File: config.mk
export PLATFORM = sky130hd
export DESIGN_NAME = vga_pixel_source
export DESIGN_NICKNAME = d
export VERILOG_FILES = /design/src/rtl/vga_pixel_source.sv
export SDC_FILE = /design/constraint.sdc
export NUM_CORES = 1
export LEC_CHECK = 0
export ABC_CLOCK_PERIOD_IN_PS = 10330
export CAP_MARGIN = 20
export CORE_MARGIN = 2
export CORE_UTILIZATION = 50
export CTS_BUF_LIST = sky130_fd_sc_hd__clkbuf_8
export DETAILED_ROUTE_END_ITERATION = 7
export PLACE_DENSITY = 0.75
export SYNTH_ARGS = -nofsm -noshare
export SYNTH_HDL_FRONTEND = slang
export SYNTH_SLANG_ARGS = --single-unit
File: constraint.sdc
create_clock -name clk -period 10.33 [get_ports clk]
set_clock_uncertainty 0.1 [all_clocks]
set_input_delay 1.5495 -clock clk [delete_from_list [all_inputs] [get_ports clk]]
set_output_delay 1.5495 -clock clk [all_outputs]
set_load 0.01 [all_outputs]
File: src/rtl/vga_pixel_source.sv
// vga_pixel_source
// Source end of the VGA colour stream: free-running 640x480@60 timing
// counters, a sprite window over a synchronous tank ROM, and a compositor
// that lays the sprite over a flat background. Sync outputs are delayed
// further than the colour so they line up after the downstream register.
module vga_pixel_source #(
    parameter int          H_VISIBLE   = 640,
    parameter int          H_FRONT     = 16,
    parameter int          H_SYNC      = 96,
    parameter int          H_BACK      = 48,
    parameter int          V_VISIBLE   = 480,
    parameter int          V_FRONT     = 10,
    parameter int          V_SYNC      = 2,
    parameter int          V_BACK      = 33,
    parameter int          SPRITE_W    = 32,
    parameter int          SPRITE_H    = 32,
    parameter int          ADDR_W      = 10,
    parameter int          ROM_LATENCY = 1,
    parameter int          SYNC_ALIGN  = 1,
    parameter logic [11:0] TRANSPARENT = 12'hF0F,
    parameter logic [11:0] BG_COLOUR   = 12'h000
) (
    input  logic              clk,
    input  logic              resetn,
    input  logic [9:0]        sprite_x,
    input  logic [9:0]        sprite_y,
    input  logic [11:0]       rom_data,
    output logic [ADDR_W-1:0] rom_addr,
    output logic [11:0]       colour,
    output logic              colour_enable,
    output logic              hsync,
    output logic              vsync,
    output logic              frame_start
);

    // Frame geometry
    localparam int H_TOTAL = H_VISIBLE + H_FRONT + H_SYNC + H_BACK;
    localparam int V_TOTAL = V_VISIBLE + V_FRONT + V_SYNC + V_BACK;

    localparam logic [9:0] H_LAST    = 10'(H_TOTAL - 1);
    localparam logic [9:0] V_LAST    = 10'(V_TOTAL - 1);
    localparam logic [9:0] H_VIS_END = 10'(H_VISIBLE);
    localparam logic [9:0] V_VIS_END = 10'(V_VISIBLE);
    localparam logic [9:0] HS_FIRST  = 10'(H_VISIBLE + H_FRONT);
    localparam logic [9:0] HS_LAST   = 10'(H_VISIBLE + H_FRONT + H_SYNC - 1);
    localparam logic [9:0] VS_FIRST  = 10'(V_VISIBLE + V_FRONT);
    localparam logic [9:0] VS_LAST   = 10'(V_VISIBLE + V_FRONT + V_SYNC - 1);

    // Sprite window extents, held at 11 bits so edge sprites clip instead of wrapping
    localparam logic [10:0] SPR_W11 = 11'(SPRITE_W);
    localparam logic [10:0] SPR_H11 = 11'(SPRITE_H);
    localparam int          SW_LOG2 = $clog2(SPRITE_W);

    // Pipeline depths measured from the counter stage
    localparam int PIPE_LEN = ROM_LATENCY + 1;
    localparam int D_SYNC   = 2 + ROM_LATENCY + SYNC_ALIGN;

    // Counter stage state
    logic        running;
    logic [9:0]  h_cnt;
    logic [9:0]  v_cnt;
    logic [9:0]  sx;
    logic [9:0]  sy;

    // Counter stage decode
    logic        at_origin;
    logic [9:0]  cur_sx;
    logic [9:0]  cur_sy;
    logic [10:0] h_ext;
    logic [10:0] v_ext;
    logic [10:0] sx_ext;
    logic [10:0] sy_ext;
    logic        vis_s0;
    logic        in_spr_s0;
    logic        hs_raw;
    logic        vs_raw;
    logic [ADDR_W-1:0] dx_a;
    logic [ADDR_W-1:0] dy_a;
    logic [ADDR_W-1:0] addr_next;

    // Delay lines travelling alongside the ROM access and towards the sync pins
    logic [PIPE_LEN-1:0] vis_pipe;
    logic [PIPE_LEN-1:0] spr_pipe;
    logic [D_SYNC-1:0]   hs_pipe;
    logic [D_SYNC-1:0]   vs_pipe;

    logic [11:0] colour_next;

    // Holds the counters at (0,0) for the first clock after reset so that
    // the origin cycle (and its frame_start pulse) starts on that clock
    always_ff @(posedge clk or negedge resetn) begin
        if (!resetn) begin
            running <= 1'b0;
        end else begin
            running <= 1'b1;
        end
    end

    // Horizontal and vertical raster counters, vertical steps on the horizontal wrap
    always_ff @(posedge clk or negedge resetn) begin
        if (!resetn) begin
            h_cnt <= 10'd0;
            v_cnt <= 10'd0;
        end else if (running) begin
            if (h_cnt == H_LAST) begin
                h_cnt <= 10'd0;
                if (v_cnt == V_LAST) begin
                    v_cnt <= 10'd0;
                end else begin
                    v_cnt <= v_cnt + 10'd1;
                end
            end else begin
                h_cnt <= h_cnt + 10'd1;
            end
        end
    end

    assign at_origin   = running && (h_cnt == 10'd0) && (v_cnt == 10'd0);
    assign frame_start = at_origin;

    // Sprite position is captured once per frame at the origin so a move never tears
    always_ff @(posedge clk or negedge resetn) begin
        if (!resetn) begin
            sx <= 10'd0;
            sy <= 10'd0;
        end else if (at_origin) begin
            sx <= sprite_x;
            sy <= sprite_y;
        end
    end

    // The origin pixel already belongs to the new frame, so it sees the live inputs
    assign cur_sx = at_origin ? sprite_x : sx;
    assign cur_sy = at_origin ? sprite_y : sy;

    assign h_ext  = {1'b0, h_cnt};
    assign v_ext  = {1'b0, v_cnt};
    assign sx_ext = {1'b0, cur_sx};
    assign sy_ext = {1'b0, cur_sy};

    assign vis_s0    = running && (h_cnt < H_VIS_END) && (v_cnt < V_VIS_END);
    assign in_spr_s0 = running
                    && (h_ext >= sx_ext) && (h_ext < sx_ext + SPR_W11)
                    && (v_ext >= sy_ext) && (v_ext < sy_ext + SPR_H11);

    assign hs_raw = !((h_cnt >= HS_FIRST) && (h_cnt <= HS_LAST));
    assign vs_raw = !((v_cnt >= VS_FIRST) && (v_cnt <= VS_LAST));

    // Offsets inside the sprite; the row stride is a shift since SPRITE_W is a power of two
    assign dx_a      = ADDR_W'(h_cnt - cur_sx);
    assign dy_a      = ADDR_W'(v_cnt - cur_sy);
    assign addr_next = in_spr_s0 ? ((dy_a << SW_LOG2) + dx_a) : '0;

    // Stage 1: registered ROM address
    always_ff @(posedge clk or negedge resetn) begin
        if (!resetn) begin
            rom_addr <= '0;
        end else begin
            rom_addr <= addr_next;
        end
    end

    // Visibility and sprite hit ride along until the ROM word arrives
    always_ff @(posedge clk or negedge resetn) begin
        if (!resetn) begin
            vis_pipe <= '0;
            spr_pipe <= '0;
        end else begin
            vis_pipe <= {vis_pipe[PIPE_LEN-2:0], vis_s0};
            spr_pipe <= {spr_pipe[PIPE_LEN-2:0], in_spr_s0};
        end
    end

    // Compositor: black outside the visible area, background where no opaque sprite pixel
    always_comb begin
        colour_next = 12'h000;
        if (vis_pipe[PIPE_LEN-1]) begin
            if (!spr_pipe[PIPE_LEN-1] || (rom_data == TRANSPARENT)) begin
                colour_next = BG_COLOUR;
            end else begin
                colour_next = rom_data;
            end
        end
    end

    // Output stage: colour and its enable leave together
    always_ff @(posedge clk or negedge resetn) begin
        if (!resetn) begin
            colour        <= 12'h000;
            colour_enable <= 1'b0;
        end else begin
            colour        <= colour_next;
            colour_enable <= vis_pipe[PIPE_LEN-1];
        end
    end

    // Sync delay lines, idle high, one stage longer than colour to cover the downstream register
    always_ff @(posedge clk or negedge resetn) begin
        if (!resetn) begin
            hs_pipe <= '1;
            vs_pipe <= '1;
        end else begin
            hs_pipe <= {hs_pipe[D_SYNC-2:0], hs_raw};
            vs_pipe <= {vs_pipe[D_SYNC-2:0], vs_raw};
        end
    end

    assign hsync = hs_pipe[D_SYNC-1];
    assign vsync = vs_pipe[D_SYNC-1];

endmodule

# [After elaboration in Yosys (flattened, before gate mapping)]
# Index checks and enable logic that the tools add are counted.
[totals] register_bits=76 inputBits=34 output_inout_bits=26 word_cells=56
[op_classes] addsub=7 n_lt_le_gt_ge=10 eq_ne=3 mux=7 n_reduce_logical=17
[ops] op="10-bit two-way mux" n=5
[ops] op="12-bit two-way mux" n=2
[ops] op="10-bit by 6-bit adder with 11-bit output, second input constant" n=2
[ops] op="10-bit by 11-bit less-than comparator with 1-bit output" n=2
[ops] op="10-bit by 1-bit adder with 10-bit output, second input constant" n=2
[ops] op="10-bit equality test, second input constant" n=2
[ops] op="10-bit >= comparator" n=2
[ops] op="10-bit logical NOT" n=2
[ops] op="12-bit equality test, second input constant" n=1
[ops] op="10-bit adder" n=1
[ops] op="10-bit >= comparator, second input constant" n=1
[ops] op="10-bit by 9-bit >= comparator with 1-bit output, second input constant" n=1
[ops] op="10-bit <= comparator, second input constant" n=1
[ops] op="10-bit by 9-bit <= comparator with 1-bit output, second input constant" n=1
[ops] op="1-bit logical AND" n=10
[ops] op="10-bit less-than comparator, second input constant" n=1
[ops] op="10-bit by 9-bit less-than comparator with 1-bit output, second input constant" n=1
[ops] op="10-bit subtractor" n=1
[ops] op="5-bit subtractor" n=1
[ops] op="1-bit logical NOT" n=3
[ops] op="2-bit AND reduction" n=1
[ops] op="1-bit logical OR" n=1

# [Logic depth before layout (Yosys ltp)]
# Gate-level depths: netlist (run 1).
[logic_depth] word_depth=10 depth_mapped=22 mapped_depth_nobuf=20

# [Worst setup path after synthesis (run 1)]
# No wires, ideal clock.
[synth_path] kind="register -> register" startpoint="reg v_cnt[1]" endpoint="reg rom_addr[9]" setup_ps=119 arrival_ps=4475 t_required_ps=10111 setup_slack_ps=5636 path_stages_with_launch=21 n_path_buf=3 synth_period_minus_slack_ps=4694 path_cell_list="dfrtp_1 clkbuf_1 inv_1 ha_1 nand3b_1 nor3_2 buf_2 buf_1 mux2_2 ha_1 inv_1 ha_1 a21oi_1 xor2_1 fa_1 inv_1 ha_1 o41ai_1 xnor2_1 xnor2_1 nor2_1"
[synth_between] elab_cells_between_ends=18 cone_classes="5 x add/sub; 4 x order compare; 3 x mux; 6 x reduce/logical"
[synth_lines] item="from (decl)" line="61" source="logic [9:0] v_cnt;"
[synth_lines] item="from (signal assigned)" line="110" source="v_cnt <= v_cnt + 10'd1;"
[synth_lines] item="10-bit logical NOT (*)" line="118" source="assign at_origin = running && (h_cnt == 10'd0) && (v_cnt == 10'd0);"
[synth_lines] item="1-bit logical AND (*)" line="118"
[synth_lines] item="10-bit two-way mux (*)" line="134" source="assign cur_sy = at_origin ? sprite_y : sy;"
[synth_lines] item="via cur_sy[0]" line="68" source="logic [9:0] cur_sy;"
[synth_lines] item="10-bit by 6-bit adder with 11-bit output or 10-bit >= comparator (tied branches)" line="144" source="&& (v_ext >= sy_ext) && (v_ext < sy_ext + SPR_H11);"
[synth_lines] item="10-bit by 11-bit less-than comparator with 1-bit output or 1-bit logical AND (tied branches)" line="144"
[synth_lines] item="1-bit logical AND" line="144"
[synth_lines] item="10-bit two-way mux (*)" line="152" source="assign addr_next = in_spr_s0 ? ((dy_a << SW_LOG2) + dx_a) : '0;"
[synth_lines] item="via addr_next[9]" line="79" source="logic [ADDR_W-1:0] addr_next;"
[synth_lines] item="to (signal assigned)" line="159" source="rom_addr <= addr_next;"
[synth_lines] item="to (decl)" line="28" source="output logic [ADDR_W-1:0] rom_addr,"
# Mark *: on every way through the listed nets, which the timed path passes. The rest lies on a longest branch.
# A chain may end at the register's enable or synchronous reset.

# [Worst setup path after layout (run 1)]
[layout_path] startpoint="reg v_cnt[1]" endpoint="reg rom_addr[9]"
[layout_between] elab_chain_cells=9 elab_cells_between_ends=18 cone_classes="5 x add/sub; 4 x order compare; 3 x mux; 6 x reduce/logical"
[layout_lines] item="10-bit logical NOT" line="118"
[layout_lines] item="1-bit logical AND" line="118"
[layout_lines] item="10-bit two-way mux" line="133" source="assign cur_sx = at_origin ? sprite_x : sx;"
[layout_lines] item="10-bit by 6-bit adder with 11-bit output or 10-bit >= comparator (tied branches)" line="143" source="&& (h_ext >= sx_ext) && (h_ext < sx_ext + SPR_W11)"
[layout_lines] item="10-bit by 11-bit less-than comparator with 1-bit output or 1-bit logical AND (tied branches)" line="143"
[layout_lines] item="1-bit logical AND" line="143"
[layout_lines] item="1-bit logical AND (2 in a row)" line="144"
[layout_lines] item="10-bit two-way mux (*)" line="152"
[layout_lines] item="via addr_next[9]" line="79"
# Marked as above.

==> key figures, run 1 <==
Clock network
  • Num Clock Sinks: 76
  • Number of hold buffers added after CTS: 0
  • H-tree levels: 3
  • CTS Buffer Depth: 2
  • Later-pin clock latency in the skew report: 340 ps
  • Post-cts sizing count: 0
  • Total CTS buffers: 9
  • Clock root buffer: clkbuf_8
  • TritonCTS clock tree: yes
  • Post-CTS Setup Inserts: 0
  • Clock Pin Slew Worst Setup and Hold Paths: about 70 ps

Finish
  • Register Area: ~1900 µm²
  • Filler cell count: 705
  • # nets final: 585
  • Final Core Density: between 60% and 70%
  • Antenna diode count: 0
  • Layout cell share with drive strength beyond 1: between 7 and 8%
  • Area grow syn2layout: 20.8%
  • Area of the multi-input gates: 2390 µm²

Critical path
  • Crit Path Category: reg2reg
  • Kind of end point of the critical path: flop
  • Worst EP arrival: slightly above 5000 ps
  • Critical path peak fanout: 22
  • Critical Path Start: v_cnt[1]
  • Worst Path Required: 10460 ps
  • FF-to-FF Start: v_cnt[1]
  • Crit start category: flop

Routing
  • Vias: 3396
  • Final wirelength: 9.79 mm
  • Routed Antenna Nets: 0
  • DRC viols: 0
  • Vias per inst: approximately 5.6
  • DR WL/cell: 16.0 µm
  • Drt first pass iters: 4
  • DR iter-0 viols: 158

Synth
  • Top post-synthesis cells by count: 68 x dfrtp_1, 45 x ha_1, 44 x inv_1
  • Synthesized Nets: around 520
  • Yosys warning count: 0
  • Syn Area/Cell: 10.3 µm²
  • Post-synth top area share: 37.7%
  • Cell count after synthesis: 436
  • FF+latch count, synth: 76
  • Synth cell types: 58
  • Top cells by area, synth: dfrtp_1 38%, ha_1 12%, dfstp_2 4.7%, fa_1 4.0%, xnor2_1 3.7%
  • Ys async rst share: 100%
  • Post-synthesis sequential area ratio: between 40% and 50%
  • Post-Syn Area: 4510 µm²
  • Most common cell in the netlist: dfrtp_1
  • Post-synth EDFFs: 0
  • Yosys top cell by area: dfrtp_1
  • Synth Flop Type: dfrtp_1

Global routing
  • All-Layer GR Usage: 21.1%
  • GRT overflow: 0
  • Initial antenna violation count: 0
  • Vias in the first global route: 3439
  • First-pass GRT wire length: between 15 and 20 mm
  • Largest net degree at the start of global routing: 77

Timing
  • Post-layout min period: 5050 ps
  • Endpoints failing hold: 0
  • Unrepaired setup endpoints after global routing: no
  • Final Max Slew Viols: 0
  • Period utilisation layout: 48.9%
  • Setup violations, final: 0
  • Setup TNS: 0 ps
  • Hold slack: 254 ps
  • Max_slew headroom: a little under two fifths
  • Worst Tran Pin Value: 949 ps
  • Fmax: 198 MHz

Worst hold path
  • Hold_sp: vis_pipe[0]
  • Hold Crit Class: reg2reg

Floorplanning
  • Io pins: 60
  • Starting Density: 51.7%
  • Die Y: 99.0 µm
  • DIE AREA: between 9000 and 10000 µm²
  • Die W: 99.0 µm
  • Row count: 34
  • Core Box Area: 8720 µm²

Power and ir drop
  • Worst VDD drop: 130 µV
  • P per Cell Area: 275 nW/µm²
  • Leakage: 2.57 nW

Place
  • HPWL after detailed placement: between 7 and 8 mm
  • Port Buffer Count: 59
  • RD Place Congestion: 0.908

Job
  • Maximum Capacitance Violations: 0

Run status
  • Status: finished clean
## per-layer routing
metal  wire (µm)  global-route usage (%)  up-vias
li1            -                       -     1633
met1        4600                    30.1     1650
met2        4570                    33.3       98
met3         480                    3.62       15
met4         136                    6.43        0
met5           0                       0        -
## kinds of logic after synthesis
family,Yosys count,share of synthesized area (%)
AO/OA/AOI/OAI,77,11.2
XOR/XNOR,29,5.63
adder cells (fa/ha/maj),55,16.7
buffers and inverters,56,4.88
flip-flops,76,42.4
multiplexers,20,4.60
other,1,0.0831
AND/OR/NAND/NOR,122,14.5
## placed cells by master (no fill, tap or decap), types with 12 or more instances in the layout
cell type and count:
nand2_1 17, ha_1 45, xnor2_1 19, a21oi_1 17, mux2i_1 14, inv_1 45, nor2_1 32, clkdlybuf4s50_1 58
and3_1 15, nand3_1 12, dfrtp_1 68, o21ai_0 20
## where the power goes
| group | leakage (nW) | switching [mW] | internal, mW |
|---|---|---|---|
| Combinational | 1.46 | 0.459 | 0.368 |
| Clock | 0.131 | 0.106 | 0.173 |
| Sequential | 0.975 | 0.0407 | 0.350 |
## area by class of cell
class	count	share of cell area, %
Tap cell	108	2.48
Multi-Input combinational cell	304	43.8
Sequential cell	76	35.1
Clock inverter	5	1.81
Clock buffer	11	2.78
Inverter	46	3.17
Timing Repair Buffer	60	10.9
## registers in the layout, summed over array words and instances, names as in the netlist
signal	cells
colour	12
colour_enable	1
h_cnt	10
hs_pipe	4
rom_addr	10
running	1
spr_pipe	2
sx	10
sy	10
v_cnt	10
vis_pipe	2
vs_pipe	4
## stage by stage
step	power [mW]	worst slack, ps	instance area [µm²]	std cells
floorplan	1.03	5640	4510	436
global placement	1.18	5480	5200	594
detailed placement	1.22	5310	5200	594
CTS	1.50	5290	5450	610
global route	1.64	4930	5450	610
finish	1.50	5280	5450	610
## worst max-delay path, cell delays in order (launching register included)
cell      delay (ps)
dfrtp_1          500
inv_1            220
ha_1             180
nand3b_1         200
nor3_4           530
buf_4            390
mux2i_1          510
xnor2_1          180
ha_1             250
a21oi_1           70
xor2_1           180
fa_1             520
inv_1             50
ha_1             250
o41ai_1          430
xnor2_1          180
xnor2_1          130
nor2_1            50
## final timing paths
path / slack (ps) / cells past startpoint / end
setup / recovery: 5280 / 17 / rom_addr[9]
min in group asynchronous: 1230 / 1 / sx[4]
setup reg to reg: 5280 / 17 / rom_addr[9]
hold reg to reg: 250 / 0 / vis_pipe[1]
max in group asynchronous: 8250 / 1 / h_cnt[8]
hold / removal: 250 / 0 / vis_pipe[1]
No activity file was read; power rests on OpenSTA's default activity.
==> run 2: changes to the inputs <==
ABC_CLOCK_PERIOD_IN_PS = 5300   (was 10330)
clock period = 5.3 ns   (was 10.33 ns; I/O delays follow)
==> run 2 against run 1 <==
  * Routed wire length up 2.3%
  * Non-clock buffer count up 2
  * Global-route usage up 0.48 points
  * Via count up 0.44%
  * Utilization down 0.29 points
  * Sequential share of layout area up 0.16 points
  * Sequential cell count unchanged
  * Register-to-register slack worse by 4700 ps
  * Combinational power up 97%
  * Design area down 0.46%
  * Die area unchanged
  * Power up 91%
  * Largest cell class unchanged
  * Largest power group unchanged
==> key figures, run 2 (synthesis gave the netlist of run 1 again) <==
Run status
  • Status: finished clean (unchanged)

Clock network
  • Post-CTS Setup Inserts: 0 (unchanged)
  • Post-cts sizing count: 0 (unchanged)
  • H-tree levels: 3 (unchanged)
  • Clock Pin Slew Worst Setup and Hold Paths: 80 ps (was 70 ps)
  • TritonCTS clock tree: yes (unchanged)
  • Num Clock Sinks: 76 (unchanged)
  • Clock root buffer: clkbuf_8 (unchanged)
  • Later-pin clock latency in the skew report: 350 ps (was 340 ps)
  • CTS Buffer Depth: 2 (unchanged)
  • Total CTS buffers: 9 (unchanged)
  • Number of hold buffers added after CTS: 0 (unchanged)

Power and ir drop
  • Worst VDD drop: 270 µV (was 130 µV)
  • Leakage: 2.56 nW (was 2.57 nW)
  • P per Cell Area: 526 nW/µm² (was 275 nW/µm²)
  • Tot Pwr: 2.85 mW (was 1.50 mW)

Worst hold path
  • Hold Crit Class: reg2reg (unchanged)
  • Hold_sp: vis_pipe[0] (unchanged)

Global routing
  • Initial antenna violation count: 0 (unchanged)
  • GRT overflow: 0 (unchanged)
  • Largest net degree at the start of global routing: 77 (unchanged)
  • All-Layer GR Usage: 21.6% (was 21.1%)
  • First-pass GRT wire length: 16.8 mm (was 16.6 mm)
  • Vias in the first global route: 3480 (was 3439)

Routing
  • DR WL/cell: 16.4 µm (was 16.0 µm)
  • Vias per inst: 5.57 (about the same)
  • Routed Antenna Nets: 0 (unchanged)
  • DR iter-0 viols: 135 (was 158)
  • Drt first pass iters: 4 (unchanged)
  • DRC viols: 0 (unchanged)
  • Vias: 3411 (was 3396)
  • Final wirelength: 10.0 mm (was 9.79 mm)

Timing
  • Unrepaired setup endpoints after global routing: no (unchanged)
  • Max_slew headroom: 36.2% (was 36.7%)
  • Fmax: 210 MHz (was 198 MHz)
  • Post-layout min period: 4750 ps (was 5050 ps)
  • Final Max Slew Viols: 0 (unchanged)
  • Period utilisation layout: 89.7% (was 48.9%)
  • Worst Tran Pin Value: 957 ps (was 949 ps)
  • Hold slack: 253 ps (was 254 ps)
  • Setup violations, final: 0 (unchanged)
  • Setup TNS: 0 ps (unchanged)
  • Endpoints failing hold: 0 (unchanged)

Place
  • Port Buffer Count: 59 (unchanged)
  • RD Place Congestion: 0.923 (was 0.908)
  • Placed cell count: 596 (was 594)
  • HPWL after detailed placement: 7.62 mm (was 7.40 mm)

Finish
  • Area grow syn2layout: 20.3% (was 20.8%)
  • Post-route insts no fill: 612 (was 610)
  • Final Core Density: 62.2% (was 62.5%)
  • # nets final: 587 (was 585)
  • Most frequent cells in the layout: 68 x dfrtp_1, 58 x clkdlybuf4s50_1, 47 x inv_1 (was 68 x dfrtp_1, 58 x clkdlybuf4s50_1, 45 x inv_1, 45 x ha_1, 32 x nor2_1)
  • Layout cell share with drive strength beyond 1: 7.54% (was 7.57%)
  • Largest register FFs: 12 (unchanged)
  • Filler cell count: 729 (was 705)
  • Antenna diode count: 0 (unchanged)
  • Largest Register: colour (unchanged)
  • Leading cell type in the layout, fill and taps excluded: dfrtp_1 (unchanged)

Floorplanning
  • Die Y: 99.0 µm (unchanged)
  • Die W: 99.0 µm (unchanged)
  • Row count: 34 (unchanged)
  • DIE AREA: 9800 µm² (unchanged)
  • Io pins: 60 (unchanged)
  • Starting Density: 51.7% (unchanged)
  • Core Box Area: 8720 µm² (unchanged)

Critical path
  • Worst Path Required: 5430 ps (was 10460 ps)
  • Critical Path Start: v_cnt[1] (unchanged)
  • CP max stage cell: dfrtp_1 (was nor3_4)
  • Crit start category: flop (unchanged)
  • Crit Path Category: reg2reg (unchanged)
  • FF-to-FF Start: v_cnt[1] (unchanged)
  • Worst EP arrival: 4890 ps (was 5180 ps)
  • Crit path max-delay family: adder cells (unchanged)
  • Kind of end point of the critical path: flop (unchanged)
  • Crit-path cells: inv_1 > ha_1 > nand3b_1 > nor3_4 > buf_4 > mux2i_1 > xnor2_1 > ha_1 > a21oi_1 > xor2_1 > fa_1 > inv_1 > ha_1 > o41ai_1 > xnor2_1 > xnor2_1 > nor2_1 (unchanged)
  • CP bufs+invs: 3 (unchanged)
  • Critical path peak fanout: 11 (was 22)
  • Critical Path Max Stage Delay: 520 ps (was 530 ps)

Job
  • Maximum Capacitance Violations: 0 (unchanged)
[run 2: cell count changes in the layout (fill, tap and decap cells not counted)]
cell        delta
buf_4          +2
clkbuf_8       -2
clkinvlp_4     +2
inv_1          +2
bufinv_16      -1
clkinv_2       -1
[run 2: final timing paths]
path                          endpoint  slack (ps)  cells past startpoint
setup / recovery           rom_addr[9]         550                     17
hold / removal             vis_pipe[1]         250                      0
setup reg to reg           rom_addr[9]         550                     17
hold reg to reg            vis_pipe[1]         250                      0
max in group asynchronous    colour[1]        3990                      1
min in group asynchronous        sx[5]         500                      1
[run 2: cell type report]
cell class	count	area (µm²)	area share, %
clock buffers	9	124	2.28
clock inverters	7	86.3	1.59
inverters	46	173	3.18
multi-input cells	304	2390	44.0
flip-flops and latches	76	1910	35.2
well taps	108	135	2.49
repair buffers	62	611	11.3
[run 2: routing by layer]
layer  part of all wire [%]  track usage [%]  up-vias
met5                      0                0        -
met4                    1.8             7.17        0
met3                    4.6             3.33       15
met2                     48             34.6       85
met1                     46             30.3     1668
li1                       -                -     1643
[run 2: report_power, final]
group | switching [mW] | internal, mW
clock | 0.207 | 0.260
sequential | 0.0769 | 0.682
combinational | 0.910 | 0.717
[run 2: per-stage QoR]
step	area [µm²]	setup WS (ps)
CTS	5430	583
finish	5430	547
floorplan	4510	606
global placement	5220	886
global route	5430	311
detailed placement	5220	634
==> run 3: changes to the inputs <==
CORE_MARGIN = 3   (was 2)
==> run 3 against run 2 <==
  * Setup slack improved by 23 ps
  * Design area is 0.37% higher
  * Worst hold slack better by 0.89 ps
  * Sequential share of layout area is 0.13 points lower
  * Clock power rose by 5.6%
  * Sequential power shrank 0.9%
  * Sequential cell count unchanged
  * Global-route usage shrank 0.68 points
  * Combinational power about the same
  * Critical path depth increased by 1
==> key figures, run 3 (synthesis gave the netlist of run 1 again) <==
Run status
  • Status: finished clean (unchanged)

Worst hold path
  • Worst Hold End: vis_pipe[1] (unchanged)
  • Hold_sp: vis_pipe[0] (unchanged)
  • Hold Path Cell Cnt: 0 (unchanged)
  • Hold Crit Class: reg2reg (unchanged)

Global routing
  • Largest net degree at the start of global routing: 77 (unchanged)
  • All-Layer GR Usage: 20.9% (was 21.6%)
  • GRT overflow: 0 (unchanged)
  • Initial antenna violation count: 0 (unchanged)
  • Vias in the first global route: 3366 (was 3480)
  • First-pass GRT wire length: 16.8 mm (unchanged)

Finish
  • Leading cell type in the layout, fill and taps excluded: dfrtp_1 (unchanged)
  • Filler cell count: 715 (was 729)
  • Area grow syn2layout: 20.7% (was 20.3%)
  • Post-route insts no fill: 613 (was 612)
  • Layout cell share with drive strength beyond 1: 8.32% (was 7.54%)
  • Largest Register: colour (unchanged)
  • Antenna diode count: 0 (unchanged)
  • Largest register FFs: 12 (unchanged)
  • # nets final: 588 (was 587)
  • Most frequent cells in the layout: 68 x dfrtp_1, 58 x clkdlybuf4s50_1, 45 x ha_1 (was 68 x dfrtp_1, 58 x clkdlybuf4s50_1, 47 x inv_1)

Critical path
  • Worst Path Required: 5450 ps (was 5430 ps)
  • Critical Path Max Stage Delay: 520 ps (about the same)
  • Critical path peak fanout: 23 (was 11)
  • Crit path max-delay family: adder cells (unchanged)
  • CP max stage cell: dfrtp_1 (unchanged)
  • FF-to-FF Start: v_cnt[1] (unchanged)
  • Worst path most repeated cell: ha_1
  • Reg2reg path depth: 18 (was 17)
  • Reg2Reg Capture Point: rom_addr[9] (unchanged)
  • Worst EP arrival: 4880 ps (was 4890 ps)
  • R2r setup slk: 570 ps (was 550 ps)
  • Crit start category: flop (unchanged)
  • CP bufs+invs: 4 (was 3)
  • Kind of end point of the critical path: flop (unchanged)
  • Crit Path Category: reg2reg (unchanged)
  • Crit-path cells: inv_1 > ha_1 > nand3b_1 > nor3_4 > buf_4 > mux2_2 > ha_1 > inv_1 > ha_1 > a21oi_1 > xor2_1 > fa_1 > inv_1 > ha_1 > o41ai_1 > xnor2_1 > xnor2_1 > nor2_1 (was inv_1 > ha_1 > nand3b_1 > nor3_4 > buf_4 > mux2i_1 > xnor2_1 > ha_1 > a21oi_1 > xor2_1 > fa_1 > inv_1 > ha_1 > o41ai_1 > xnor2_1 > xnor2_1 > nor2_1)

Routing
  • M1 WL: 4.60 mm (about the same)
  • DR iter-0 viols: 160 (was 135)
  • Uppermost routed layer: met4 (unchanged)
  • Routed Antenna Nets: 0 (unchanged)
  • DR WL met2: 4.62 mm (was 4.77 mm)
  • DRC viols: 0 (unchanged)
  • Vias: 3474 (was 3411)
  • Final wirelength: 9.98 mm (was 10.0 mm)
  • DR WL/cell: 16.3 µm (was 16.4 µm)
  • Vias per inst: 5.67 (was 5.57)
  • Drt first pass iters: 4 (unchanged)
  • Met3 Wirelength: 637 µm (was 459 µm)

Clock network
  • Clock root buffer: clkbuf_8 (unchanged)
  • TritonCTS clock tree: yes (unchanged)
  • H-tree levels: 3 (unchanged)
  • Clock Pin Slew Worst Setup and Hold Paths: 80 ps (about the same)
  • Number of hold buffers added after CTS: 0 (unchanged)
  • Num Clock Sinks: 76 (unchanged)
  • Total CTS buffers: 9 (unchanged)
  • Later-pin clock latency in the skew report: 360 ps (was 350 ps)
  • Post-CTS Setup Inserts: 0 (unchanged)
  • Post-cts sizing count: 0 (unchanged)
  • CTS Buffer Depth: 2 (unchanged)

Timing
  • Hold slack: 254 ps (was 253 ps)
  • Endpoints failing hold: 0 (unchanged)
  • Post-layout min period: 4730 ps (was 4750 ps)
  • Worst Tran Pin Value: 934 ps (was 957 ps)
  • Setup TNS: 0 ps (unchanged)
  • Unrepaired setup endpoints after global routing: no (unchanged)
  • Final Max Slew Viols: 0 (unchanged)
  • Setup violations, final: 0 (unchanged)
  • Max_slew headroom: 37.7% (was 36.2%)
  • Period utilisation layout: 89.2% (was 89.7%)
  • Fmax: 211 MHz (was 210 MHz)

Power and ir drop
  • Worst VDD drop: 259 µV (was 270 µV)
  • Leakage: 2.56 nW (about the same)
  • P per Cell Area: 531 nW/µm² (was 526 nW/µm²)

Place
  • RD Place Congestion: 0.865 (was 0.923)
  • HPWL after detailed placement: 7.57 mm (was 7.62 mm)
  • Placed cell count: 597 (was 596)
  • Port Buffer Count: 59 (unchanged)

Floorplanning
  • Io pins: 60 (unchanged)
  • Core Box Area: 8760 µm² (was 8720 µm²)
  • Die Y: 101 µm (was 99.0 µm)
  • DIE AREA: 10200 µm² (was 9800 µm²)
  • Die W: 101 µm (was 99.0 µm)
  • Row count: 34 (unchanged)
  • Starting Density: 51.5% (was 51.7%)

Job
  • Maximum Capacitance Violations: 0 (unchanged)
run 3: cell count changes in the layout (fill, tap and decap cells not counted), sizes merged:
cell	before	now
clkinv	0	2
clkinvlp	2	1
inv	49	48
buf	4	5
run 3: worst max path at each step:
stage | start | to | slack, ps | depth (start not counted)
detailed placement | v_cnt[1] | rom_addr[9] | 620 | 18
global route | v_cnt[1] | rom_addr[9] | 360 | 18
finish | v_cnt[1] | rom_addr[9] | 570 | 18
floorplan | v_cnt[1] | rom_addr[9] | 610 | 20
CTS | v_cnt[1] | rom_addr[9] | 620 | 18
global placement | v_cnt[5] | rom_addr[9] | 830 | 17
run 3: report_power, final:
group	internal, mW	switching [mW]
Sequential	0.681	0.0701
Clock	0.268	0.225
Combinational	0.725	0.924
Total	1.67	1.22
run 3: area by class of cell:
cell class	instances	area, µm²	share of cell area (%)
tap	108	135	2.48
sequential	76	1910	35.1
clock buffer	9	124	2.27
timing repair buffer	63	618	11.3
clock inverter	7	98.8	1.81
inverter	46	173	3.17
multi-input combinational	304	2390	43.8
run 3: stage by stage:
stage	utilization [%]	instance area, µm²	setup WS [ps]	total power [mW]
5_1_grt	62.2	5450	356	3.16
4_1_cts	62.2	5450	623	2.89
3_5_place_dp	59.6	5220	625	2.39
6_report	62.2	5450	570	2.89
3_3_place_gp	59.6	5220	834	2.30
2_1_floorplan	-	4510	606	2.00
run 3: metal layers:
layer	track usage, %	up-vias
li1	-	1650
met3	5.33	12
met2	32.8	117
met1	28.9	1695
met4	5.83	0
met5	0	-
